--- config.mk ---
export PLATFORM = sky130hd
export DESIGN_NAME = ex_mem_stage
export DESIGN_NICKNAME = d
export VERILOG_FILES = /design/src/rtl/pipeline_pkg.sv /design/src/rtl/iter_mul.sv /design/src/rtl/ex_mem_stage.sv
export SDC_FILE = /design/constraint.sdc
export NUM_CORES = 1
export LEC_CHECK = 0
export ABC_AREA = 1
export ABC_CLOCK_PERIOD_IN_PS = 12700
export BUFFER_PORTS_ARGS = -buffer_cell sky130_fd_sc_hd__buf_2
export CORE_MARGIN = 5
export CORE_UTILIZATION = 30
export CTS_CLUSTER_DIAMETER = 150
export DETAILED_ROUTE_END_ITERATION = 7
export PLACE_DENSITY = 0.52
export SYNTH_ARGS = -nofsm -noshare
export SYNTH_HDL_FRONTEND = slang
export SYNTH_SLANG_ARGS = --single-unit
--- constraint.sdc ---
create_clock -name clk -period 12.7 [get_ports clk]
set_clock_uncertainty 0.2 [all_clocks]
set_input_delay 2.54 -clock clk [delete_from_list [all_inputs] [get_ports clk]]
set_output_delay 2.54 -clock clk [all_outputs]
set_load 0.02 [all_outputs]
--- src/rtl/pipeline_pkg.sv ---
// pipeline_pkg: shared ALU op codes, forward selects, control bundle and multiply FSM states.
package pipeline_pkg;
    localparam logic [2:0] ALU_AND = 3'b000;
    localparam logic [2:0] ALU_OR  = 3'b001;
    localparam logic [2:0] ALU_ADD = 3'b010;
    localparam logic [2:0] ALU_MUL = 3'b011;
    localparam logic [2:0] ALU_SUB = 3'b110;
    localparam logic [2:0] ALU_SLT = 3'b111;

    localparam logic [1:0] FWD_RF = 2'b00;
    localparam logic [1:0] FWD_W  = 2'b01;
    localparam logic [1:0] FWD_M  = 2'b10;

    typedef enum logic {MS_IDLE, MS_MUL} mul_state_e;

    typedef struct packed {
        logic regwrite;
        logic memtoreg;
        logic memwrite;
        logic branch;
    } ctrl_t;

    // Select 11 falls back to the register-file value.
    function automatic logic [31:0] fwd(logic [1:0] sel, logic [31:0] rf, logic [31:0] w, logic [31:0] m);
        return sel == FWD_W ? w : sel == FWD_M ? m : rf;
    endfunction
endpackage

--- src/rtl/iter_mul.sv ---
// iter_mul: shift-add multiplier consuming one multiplier bit per cycle.
module iter_mul
    import pipeline_pkg::*;
#(
    parameter int MUL_CYCLES = 32
) (
    input  logic        clk,
    input  logic        reset,
    input  logic        start_i,
    input  logic [31:0] a_i,
    input  logic [31:0] b_i,
    output logic        busy_o,
    output logic        done_o,
    output logic        active_o,
    output logic [31:0] product_o
);
    localparam int CW = MUL_CYCLES > 1 ? $clog2(MUL_CYCLES) : 1;
    localparam logic [CW-1:0] LAST = CW'(MUL_CYCLES - 1);

    mul_state_e  state_q;
    logic [CW-1:0] cnt_q;
    logic [31:0] a_q, b_q, acc_q;

    assign active_o  = state_q == MS_MUL;
    assign done_o    = active_o && cnt_q == LAST;
    assign busy_o    = (state_q == MS_IDLE && start_i) || (active_o && cnt_q != LAST);
    // a_q/b_q are pre-shifted, so bit 0 of b_q is multiplier bit k and a_q is a << k.
    assign product_o = acc_q + (b_q[0] ? a_q : 32'd0);

    always_ff @(posedge clk or posedge reset) begin
        if (reset) begin
            state_q <= MS_IDLE;
            cnt_q   <= '0;
            a_q     <= '0;
            b_q     <= '0;
            acc_q   <= '0;
        end else if (state_q == MS_IDLE) begin
            if (start_i) begin
                state_q <= MS_MUL;
                cnt_q   <= '0;
                a_q     <= a_i;
                b_q     <= b_i;
                acc_q   <= '0;
            end
        end else begin
            acc_q   <= product_o;
            a_q     <= a_q << 1;
            b_q     <= b_q >> 1;
            cnt_q   <= cnt_q + CW'(1);
            state_q <= done_o ? MS_IDLE : MS_MUL;
        end
    end
endmodule

--- src/rtl/ex_mem_stage.sv ---
// ex_mem_stage: MIPS execute stage with forwarding, iterative multiply and the EX/MEM register.
module ex_mem_stage
    import pipeline_pkg::*;
#(
    parameter int MUL_CYCLES = 32
) (
    input  logic        clk,
    input  logic        reset,
    input  logic [31:0] rd1E,
    input  logic [31:0] rd2E,
    input  logic [4:0]  RtE,
    input  logic [4:0]  RdE,
    input  logic [31:0] signimmE,
    input  logic [31:0] pcplus4E,
    input  logic        regwriteE,
    input  logic        memtoregE,
    input  logic        memwriteE,
    input  logic        branchE,
    input  logic [2:0]  alucontrolE,
    input  logic        alusrcE,
    input  logic        regdstE,
    input  logic [1:0]  forwardAE,
    input  logic [1:0]  forwardBE,
    input  logic [31:0] resultW,
    output logic        busyE,
    output logic        regwriteM,
    output logic        memtoregM,
    output logic        memwriteM,
    output logic        branchM,
    output logic        zeroM,
    output logic [31:0] aluoutM,
    output logic [31:0] writedataM,
    output logic [31:0] pcbranchM,
    output logic [4:0]  writeregM
);
    ctrl_t       ctl_e, ctl_d, ctl_q, mctl_q;
    logic [31:0] src_a, src_b, wd_e, alu_e, pcb_e, product;
    logic [31:0] alu_d, alu_q, wd_d, wd_q, pcb_d, pcb_q, mwd_q, mpcb_q;
    logic [4:0]  wr_e, wr_d, wr_q, mwr_q;
    logic        zero_d, zero_q, mul_busy, mul_done, mul_active;

    assign ctl_e = '{regwrite: regwriteE, memtoreg: memtoregE, memwrite: memwriteE, branch: branchE};
    assign src_a = fwd(forwardAE, rd1E, resultW, alu_q);
    assign wd_e  = fwd(forwardBE, rd2E, resultW, alu_q);
    assign src_b = alusrcE ? signimmE : wd_e;
    assign pcb_e = pcplus4E + (signimmE << 2);
    assign wr_e  = regdstE ? RdE : RtE;
    assign alu_e = alucontrolE == ALU_ADD ? src_a + src_b :
                   alucontrolE == ALU_SUB ? src_a - src_b :
                   alucontrolE == ALU_AND ? src_a & src_b :
                   alucontrolE == ALU_OR  ? src_a | src_b :
                   alucontrolE == ALU_SLT ? {31'd0, $signed(src_a) < $signed(src_b)} : 32'd0;
    assign busyE = mul_busy;

    iter_mul #(.MUL_CYCLES(MUL_CYCLES)) u_mul (
        .clk       (clk),
        .reset     (reset),
        .start_i   (alucontrolE == ALU_MUL),
        .a_i       (src_a),
        .b_i       (src_b),
        .busy_o    (mul_busy),
        .done_o    (mul_done),
        .active_o  (mul_active),
        .product_o (product)
    );

    // While busy the register takes a bubble; on the final multiply cycle it takes the latched instruction.
    always_comb begin
        ctl_d  = '0;
        alu_d  = '0;
        wd_d   = '0;
        pcb_d  = '0;
        wr_d   = '0;
        zero_d = 1'b0;
        if (mul_done) begin
            ctl_d  = mctl_q;
            alu_d  = product;
            wd_d   = mwd_q;
            pcb_d  = mpcb_q;
            wr_d   = mwr_q;
            zero_d = product == 32'd0;
        end else if (!mul_busy) begin
            ctl_d  = ctl_e;
            alu_d  = alu_e;
            wd_d   = wd_e;
            pcb_d  = pcb_e;
            wr_d   = wr_e;
            zero_d = alu_e == 32'd0;
        end
    end

    always_ff @(posedge clk or posedge reset) begin
        if (reset) begin
            mctl_q <= '0;
            mwd_q  <= '0;
            mpcb_q <= '0;
            mwr_q  <= '0;
        end else if (!mul_active) begin
            mctl_q <= ctl_e;
            mwd_q  <= wd_e;
            mpcb_q <= pcb_e;
            mwr_q  <= wr_e;
        end
    end

    always_ff @(posedge clk or posedge reset) begin
        if (reset) begin
            ctl_q  <= '0;
            alu_q  <= '0;
            wd_q   <= '0;
            pcb_q  <= '0;
            wr_q   <= '0;
            zero_q <= 1'b0;
        end else begin
            ctl_q  <= ctl_d;
            alu_q  <= alu_d;
            wd_q   <= wd_d;
            pcb_q  <= pcb_d;
            wr_q   <= wr_d;
            zero_q <= zero_d;
        end
    end

    assign regwriteM  = ctl_q.regwrite;
    assign memtoregM  = ctl_q.memtoreg;
    assign memwriteM  = ctl_q.memwrite;
    assign branchM    = ctl_q.branch;
    assign zeroM      = zero_q;
    assign aluoutM    = alu_q;
    assign writedataM = wd_q;
    assign pcbranchM  = pcb_q;
    assign writeregM  = wr_q;
endmodule

Word level (Yosys, flattened, before mapping)

Index checks and enable logic that the tools add are counted.

Bits in registers: 281
Bits of input ports: 185
Output and inout port bits: 107
Word-level logic and storage cells: 84

$add $sub $neg: 5
Order comparisons: 1
Eq/ne operators: 11
Multiplexer cells: 35
Bitwise operators: 3
Reductions and logical operators: 8

Operator list:

| cell                                                                   | count |
|---|---|
| 32-bit two-way mux                                                     | 22 |
| 32-bit adder                                                           | 3 |
| 32-bit zero test                                                       | 2 |
| 32-bit AND                                                             | 1 |
| 32-bit < comparator                                                    | 1 |
| 32-bit OR                                                              | 1 |
| 32-bit subtractor                                                      | 1 |
| 5-bit two-way mux                                                      | 5 |
| 4-bit two-way mux                                                      | 2 |
| 3-bit by 2-bit equality test with 1-bit output (second input constant) | 2 |
| 3-bit equality test (second input constant)                            | 2 |
| 1-bit two-way mux                                                      | 6 |
| 5-bit by 1-bit adder with 5-bit output (second input constant)         | 1 |
| 5-bit equality test (second input constant)                            | 1 |
| 5-bit inequality test (second input constant)                          | 1 |
| 2-bit by 1-bit equality test with 1-bit output (second input constant) | 2 |
| 2-bit equality test (second input constant)                            | 2 |
| 3-bit by 1-bit equality test with 1-bit output (second input constant) | 1 |
| 1-bit logical AND                                                      | 3 |
| 3-bit zero test                                                        | 1 |
| 2-bit nonzero test                                                     | 1 |
| 1-bit logical OR                                                       | 1 |
| 1-bit inverter                                                         | 1 |

Depth between registers and ports, before layout

Word-level depth: 13
Depth in mapped cells: 31
Mapped depth without buffers: 30

Cells and area by module

Synthesis repeated with hierarchy kept, for this count alone.

Cells, all modules: 3512
Area, all modules: 22769.3 um^2

By module, submodules not included:

| module       | instances | cells an instance | area each (um^2) | seq. area each (um^2) |
|---|---|---|---|---|
| ex_mem_stage | 1         | 2509              | 15995.3          | 4479.3 |
| iter_mul     | 1         | 1003              | 6774.0           | 2552.4 |

Worst setup path after synthesis

OpenSTA, ideal clock, no wires.

Kind: input to output
Start: input alucontrolE[0]
End: output busyE
Arrival: 3.799 ns
Data required time: 9.960 ns
Path slack: 6.161 ns
Cell stages on the path: 6
Buffers on the path: 2
Path through: inv_2 nor3_2 nor2_1 clkbuf_1 buf_1 nor2_1

Word-level cells in the longest chain between the ends: 3

RTL lines:

| what                                           | line               | source |
|---|---|---|
| start, declared                                | ex_mem_stage.sv:19 | `input logic [2:0] alucontrolE,` |
| 3-bit by 2-bit equality test with 1-bit output | ex_mem_stage.sv:58 | `.start_i (alucontrolE == ALU_MUL),` |
| 1-bit logical AND                              | iter_mul.sv:26     | `assign busy_o = (state_q == MS_IDLE && start_i) \|\| (active_o && cnt_q != LAST);` |
| 1-bit logical OR                               | iter_mul.sv:26     |  |
| end, declared                                  | ex_mem_stage.sv:25 | `output logic busyE,` |

Every way passes these cells.

Worst setup path in the final report

Start: input forwardBE[0]
End: register zero_q, in the netlist zeroM

Word-level cells in the longest chain between the ends: 13
Elaborated cells on any way between the ends: 18
Classes of those cells: add/sub (2); order compare (1); eq/ne (2); mux (10); bitwise (2); reduce/logical (1)

RTL lines:

| what                   | line                | source |
|---|---|---|
| start, declared        | ex_mem_stage.sv:23  | `input logic [1:0] forwardBE,` |
| 2-bit equality test    | pipeline_pkg.sv:25  | `return sel == FWD_W ? w : sel == FWD_M ? m : rf;` |
| 32-bit two-way mux     | pipeline_pkg.sv:25  |  |
| 32-bit two-way mux (*) | pipeline_pkg.sv:25  |  |
| 32-bit two-way mux (*) | ex_mem_stage.sv:45  | `assign src_b = alusrcE ? signimmE : wd_e;` |
| 32-bit < comparator    | ex_mem_stage.sv:52  | `alucontrolE == ALU_SLT ? {31'd0, $signed(src_a) < $signed(src_b)} : 32'd0;` |
| 1-bit two-way mux      | ex_mem_stage.sv:52  |  |
| 32-bit two-way mux     | ex_mem_stage.sv:51  | `alucontrolE == ALU_OR ? src_a \| src_b :` |
| 32-bit two-way mux     | ex_mem_stage.sv:50  | `alucontrolE == ALU_AND ? src_a & src_b :` |
| 32-bit two-way mux     | ex_mem_stage.sv:49  | `alucontrolE == ALU_SUB ? src_a - src_b :` |
| 32-bit two-way mux (*) | ex_mem_stage.sv:48  | `assign alu_e = alucontrolE == ALU_ADD ? src_a + src_b :` |
| 32-bit zero test (*)   | ex_mem_stage.sv:88  | `zero_d = alu_e == 32'd0;` |
| 1-bit two-way mux (*)  | ex_mem_stage.sv:82  | `end else if (!mul_busy) begin` |
| 1-bit two-way mux (*)  | ex_mem_stage.sv:75  | `if (mul_done) begin` |
| named net zero_d       | ex_mem_stage.sv:40  | `logic zero_d, zero_q, mul_busy, mul_done, mul_active;` |
| end signal, assigned   | ex_mem_stage.sv:120 | `zero_q <= zero_d;` |
| end, declared          | ex_mem_stage.sv:40  |  |

Mark *: on every way through the listed nets, which the timed path passes. The rest lies on a longest branch.
A chain may end at the register's enable or synchronous reset.

==> results.txt <==
The part of the Yosys area used for sequential elements is 32.04%. The synthesized netlist devotes 30.66% of its cell area to simple gates. By area, the combinational part of the netlist is dominated by simple AND/OR/NAND/NOR gates.

Averaged over all synthesized cells, the footprint is 6.594 µm². The first TritonRoute pass finished after 6 iterations. Summing over every cut layer, the via total after detailed routing is 23650.

The share of the synthesized netlist area taken by xor and xnor gates came out at 1.317%. The worst supply voltage drop on vdd is 0.0001095 V. Across the run, the number of max-cap violations was 0. The count of cell types in the netlist came out at 49.

In this run the static leakage power is 13.53 nW. After synthesis, the share of flip-flops with an asynchronous set or reset is 100.0%. The clock passes through at most 3 buffers. The number of nets in the finished design came out at 3910.

Of all cell types, the one taking the most synthesized area is dfrtp_1. The initial antenna violation count is 9. The starting density of the core is 30.19%.

The layout-stage area growth over the synthesis result is 16.52%. The final number of hold-violating endpoints came out at 0. The synthesized cell area is 21950 µm². The start-to-end type of the worst setup path is in -> reg. By area the synthesized netlist is led by dfrtp_1, nand2_1, ha_1, o21ai_0, inv_1. The yosys synthesis warning count is 0. After clock tree synthesis, the setup repair step added 0 buffers. The final design utilization came out at 35.18%.

The worst hold path begins at mpcb_q[6]. The multiplexer area fraction after synthesis came out at 0%. The die area is 78670 µm². Based on the critical path, the design can be clocked at up to 0.1398 GHz. The smallest setup slack after layout is 5.548 ns. In the final routed layout, each cell accounts on average for 22.93 µm. The mean number of vias per cell came out at 5.189. The iteration-0 DRC count of the detailed router came out at 2375. The HPWL after detailed placement came out at 82450 µm.

The share of the synthesized area in compound gates (AO/OA/AOI/OAI) came out at 16.72%. By instance count, the cell type seen most on the critical path is nand2_1. Of the available clock period, the critical path in the final layout requires 56.32%. The count of buffer and inverter cells on the critical path is 6. The clock latency of the later-clocked register in the worst-skew pair is 0.56 ns. The filler cells instantiated in the layout total 8027. The clock transition at the register clock pins on the worst setup and hold paths after CTS is 0.06 ns. Counting instances in the post-synthesis netlist gives the leading cell types as nand2_1, inv_1, o21ai_0. The largest single stage delay on the critical path is 0.46 ns.

The last weighted congestion value of the routability-driven placer came out at 1.014. The number of instances in the synthesized netlist is 3329. The fraction of final layout cells sized beyond drive strength 1 came out at 12.02%. The final-report setup violation count is 0. The total wire length after detailed routing is 104500 µm. The worst path required time came out at 12.99 ns. The largest net degree at the start of global routing came out at 167.

For this run, design rule violations remaining after detail routing come to 0. The summed negative setup slack over all endpoints came out at 0 ns. Counting every net in the synthesized netlist gives 3676.

The via count of the first global-routing pass is 22410. The most used flip-flop cell after synthesis is dfrtp_1. The path class of the tightest hold or removal check is reg -> reg. The worst slew margin relative to its limit came out at 4.301%.

The worst setup path is launched from a primary input. The maximum fanout count along the critical path is 33. The adder-cell share of the synthesized area is 9.371%. The number of clock sinks is 281.

The reg-to-reg critical path startpoint is aluoutM[7]. Setup repair after global routing left no endpoint under its margin. The remaining antenna violation count came out at 0.

The total of flip-flops plus latches after synthesis came out at 281. The final max-slew violation count came to 0. TritonCTS built the clock tree.

The total congestion overflow after global routing is 0. The first global-routing pass estimated 150500 µm of wire. Clock tree synthesis selected as its root buffer the cell clkbuf_16. The number of placed I/O pins is 292. Once the clock tree was built, the resizer swapped 0 gates to a different size. The run finished with clean final reports.

The minimum clock period after layout is 7.152 ns. The signal arrival time at the worst endpoint is 7.44 ns. On the critical path, the stage with the largest delay is an instance of fa_1. The ratio of total power to cell area came out at 174.4 nW/µm². The top-area cell type share of the netlist area is 32.04%. The placeable core region is 72710 µm². Timing analysis after detailed placement gives a worst setup slack of 5.124 ns. The number of enable flip-flop cells after synthesis is 0. On the critical path the largest part of the delay comes from simple AND/OR/NAND/NOR gates. The dominant cell by count in the synthesized netlist is nand2_1. The die is 280.5 µm wide. The launching element of the worst setup path is forwardBE[0]. The floorplan die height came out at 280.5 µm.

Global routing used 25.51% of the available tracks. The number of clock buffers inserted by TritonCTS is 37. The pin slew with the least headroom to its limit came out at 1.420 ns. The number of levels in the clock H-tree is 2. Row generation in the floorplan step produced 99 rows. Buffers inserted to repair hold after CTS numbered 0. The worst setup path is captured at a flip-flop. The number of buffer cells added on primary ports is 291.
placed cells by master, fill, tap and decap left out, drive strengths merged, types with 8 or more instances in the layout:
cell	synthesis	routed
buf	39	323
diode	0	11
nor3	28	28
a21o	10	10
ha	158	158
o21bai	15	15
nand4	32	32
o221ai	31	31
or2	11	11
dfrtp	281	281
nor2	243	243
nand2	1056	1056
inv	435	438
clkbuf	89	50
o22ai	50	50
nand3b	14	14
xnor2	14	14
xor2	19	19
nand3	244	244
a21oi	136	136
o21ai	347	347
o31ai	8	8
o211ai	38	38
report_power, final:
group / leakage (nW) / switching, W / internal, W / total (W)
registers: 3.72 / 0.000184 / 0.00121 / 0.00139
clock network: 0.569 / 0.000428 / 0.000612 / 0.00104
logic: 9.24 / 0.00147 / 0.000565 / 0.00203
final timing paths:
kind / endpoint / slack (ns) / cells after the start
setup / recovery: zeroM / 5.55 / 30
hold reg to reg: pcbranchM[6] / 0.28 / 2
min in group asynchronous: pcbranchM[16] / 1.84 / 2
max in group asynchronous: u_mul.b_q[6] / 9.04 / 3
setup reg to reg: zeroM / 7.97 / 23
hold / removal: pcbranchM[6] / 0.28 / 2
cells by family after synthesis:
logic type | Yosys count
adders and majority gates | 162
buffers and inverters | 564
AOI/OAI and AO/OA | 650
and+or+nand+nor | 1639
xor gates and xnor gates | 33
DFF | 281
metal layers:
metal	up-vias	wire length [µm]	GRT usage [%]
met1	11210	48170	37.44
met4	2	3330	8.236
met2	992	43420	36.60
met5	-	13	0
met3	141	9549	6.457
li1	11300	-	-
registers in the layout (all words and copies together) (netlist names), 4 cells and up:
| register | count |
|---|---|
| aluoutM | 32 |
| mpcb_q | 32 |
| u_mul.b_q | 32 |
| u_mul.a_q | 32 |
| mwd_q | 32 |
| u_mul.acc_q | 32 |
| pcbranchM | 32 |
| mwr_q | 5 |
| mctl_q | 4 |
| writedataM | 32 |
| writeregM | 5 |
| u_mul.cnt_q | 5 |
worst reg2reg max path: stages (launching register included):
cell and delay, ns:
dfrtp_1 0.42, nand2_1 0.09, nand3_1 0.10, o21ai_0 0.12, buf_4 0.24, nand2_1 0.06, o21ai_0 0.34, ha_1 0.64
inv_1 0.15, a21oi_1 0.28, nand2_1 0.19, inv_1 0.11, nand2_1 0.13, nand2_1 0.09, a21oi_1 0.07, nor2_1 0.22
nand2_1 0.08, nor2_1 0.31, nand2_1 0.11, nor2_1 0.22, nand3_1 0.11, nor2_1 0.22, nand3_1 0.10, nand2_1 0.08
metrics by stage:
stage / std cells / instance area [µm²] / hold slack [ns] / power (W)
floorplan: 3329 / 21950 / 0.2493 / 0.002629
global placement: 4483 / 24380 / 0.2617 / 0.003400
detailed placement: 4483 / 24380 / 0.2592 / 0.003402
CTS: 4546 / 25550 / 0.2732 / 0.004462
global route: 4552 / 25560 / 0.3022 / 0.004757
finish: 4557 / 25580 / 0.2790 / 0.004461
final cells by class:
class | count | area [µm²] | share of cell area [%]
inverters | 436 | 1645 | 6.433
repair buffers | 323 | 1722 | 6.731
well taps | 959 | 1200 | 4.691
diodes | 11 | 27.53 | 0.1076
clock inverters | 13 | 133.9 | 0.5234
flip-flops and latches | 281 | 7036 | 27.51
clock buffers | 50 | 1035 | 4.046
multi-input cells | 2484 | 12780 | 49.96
Note: power is estimated with default switching activity, not from simulation.
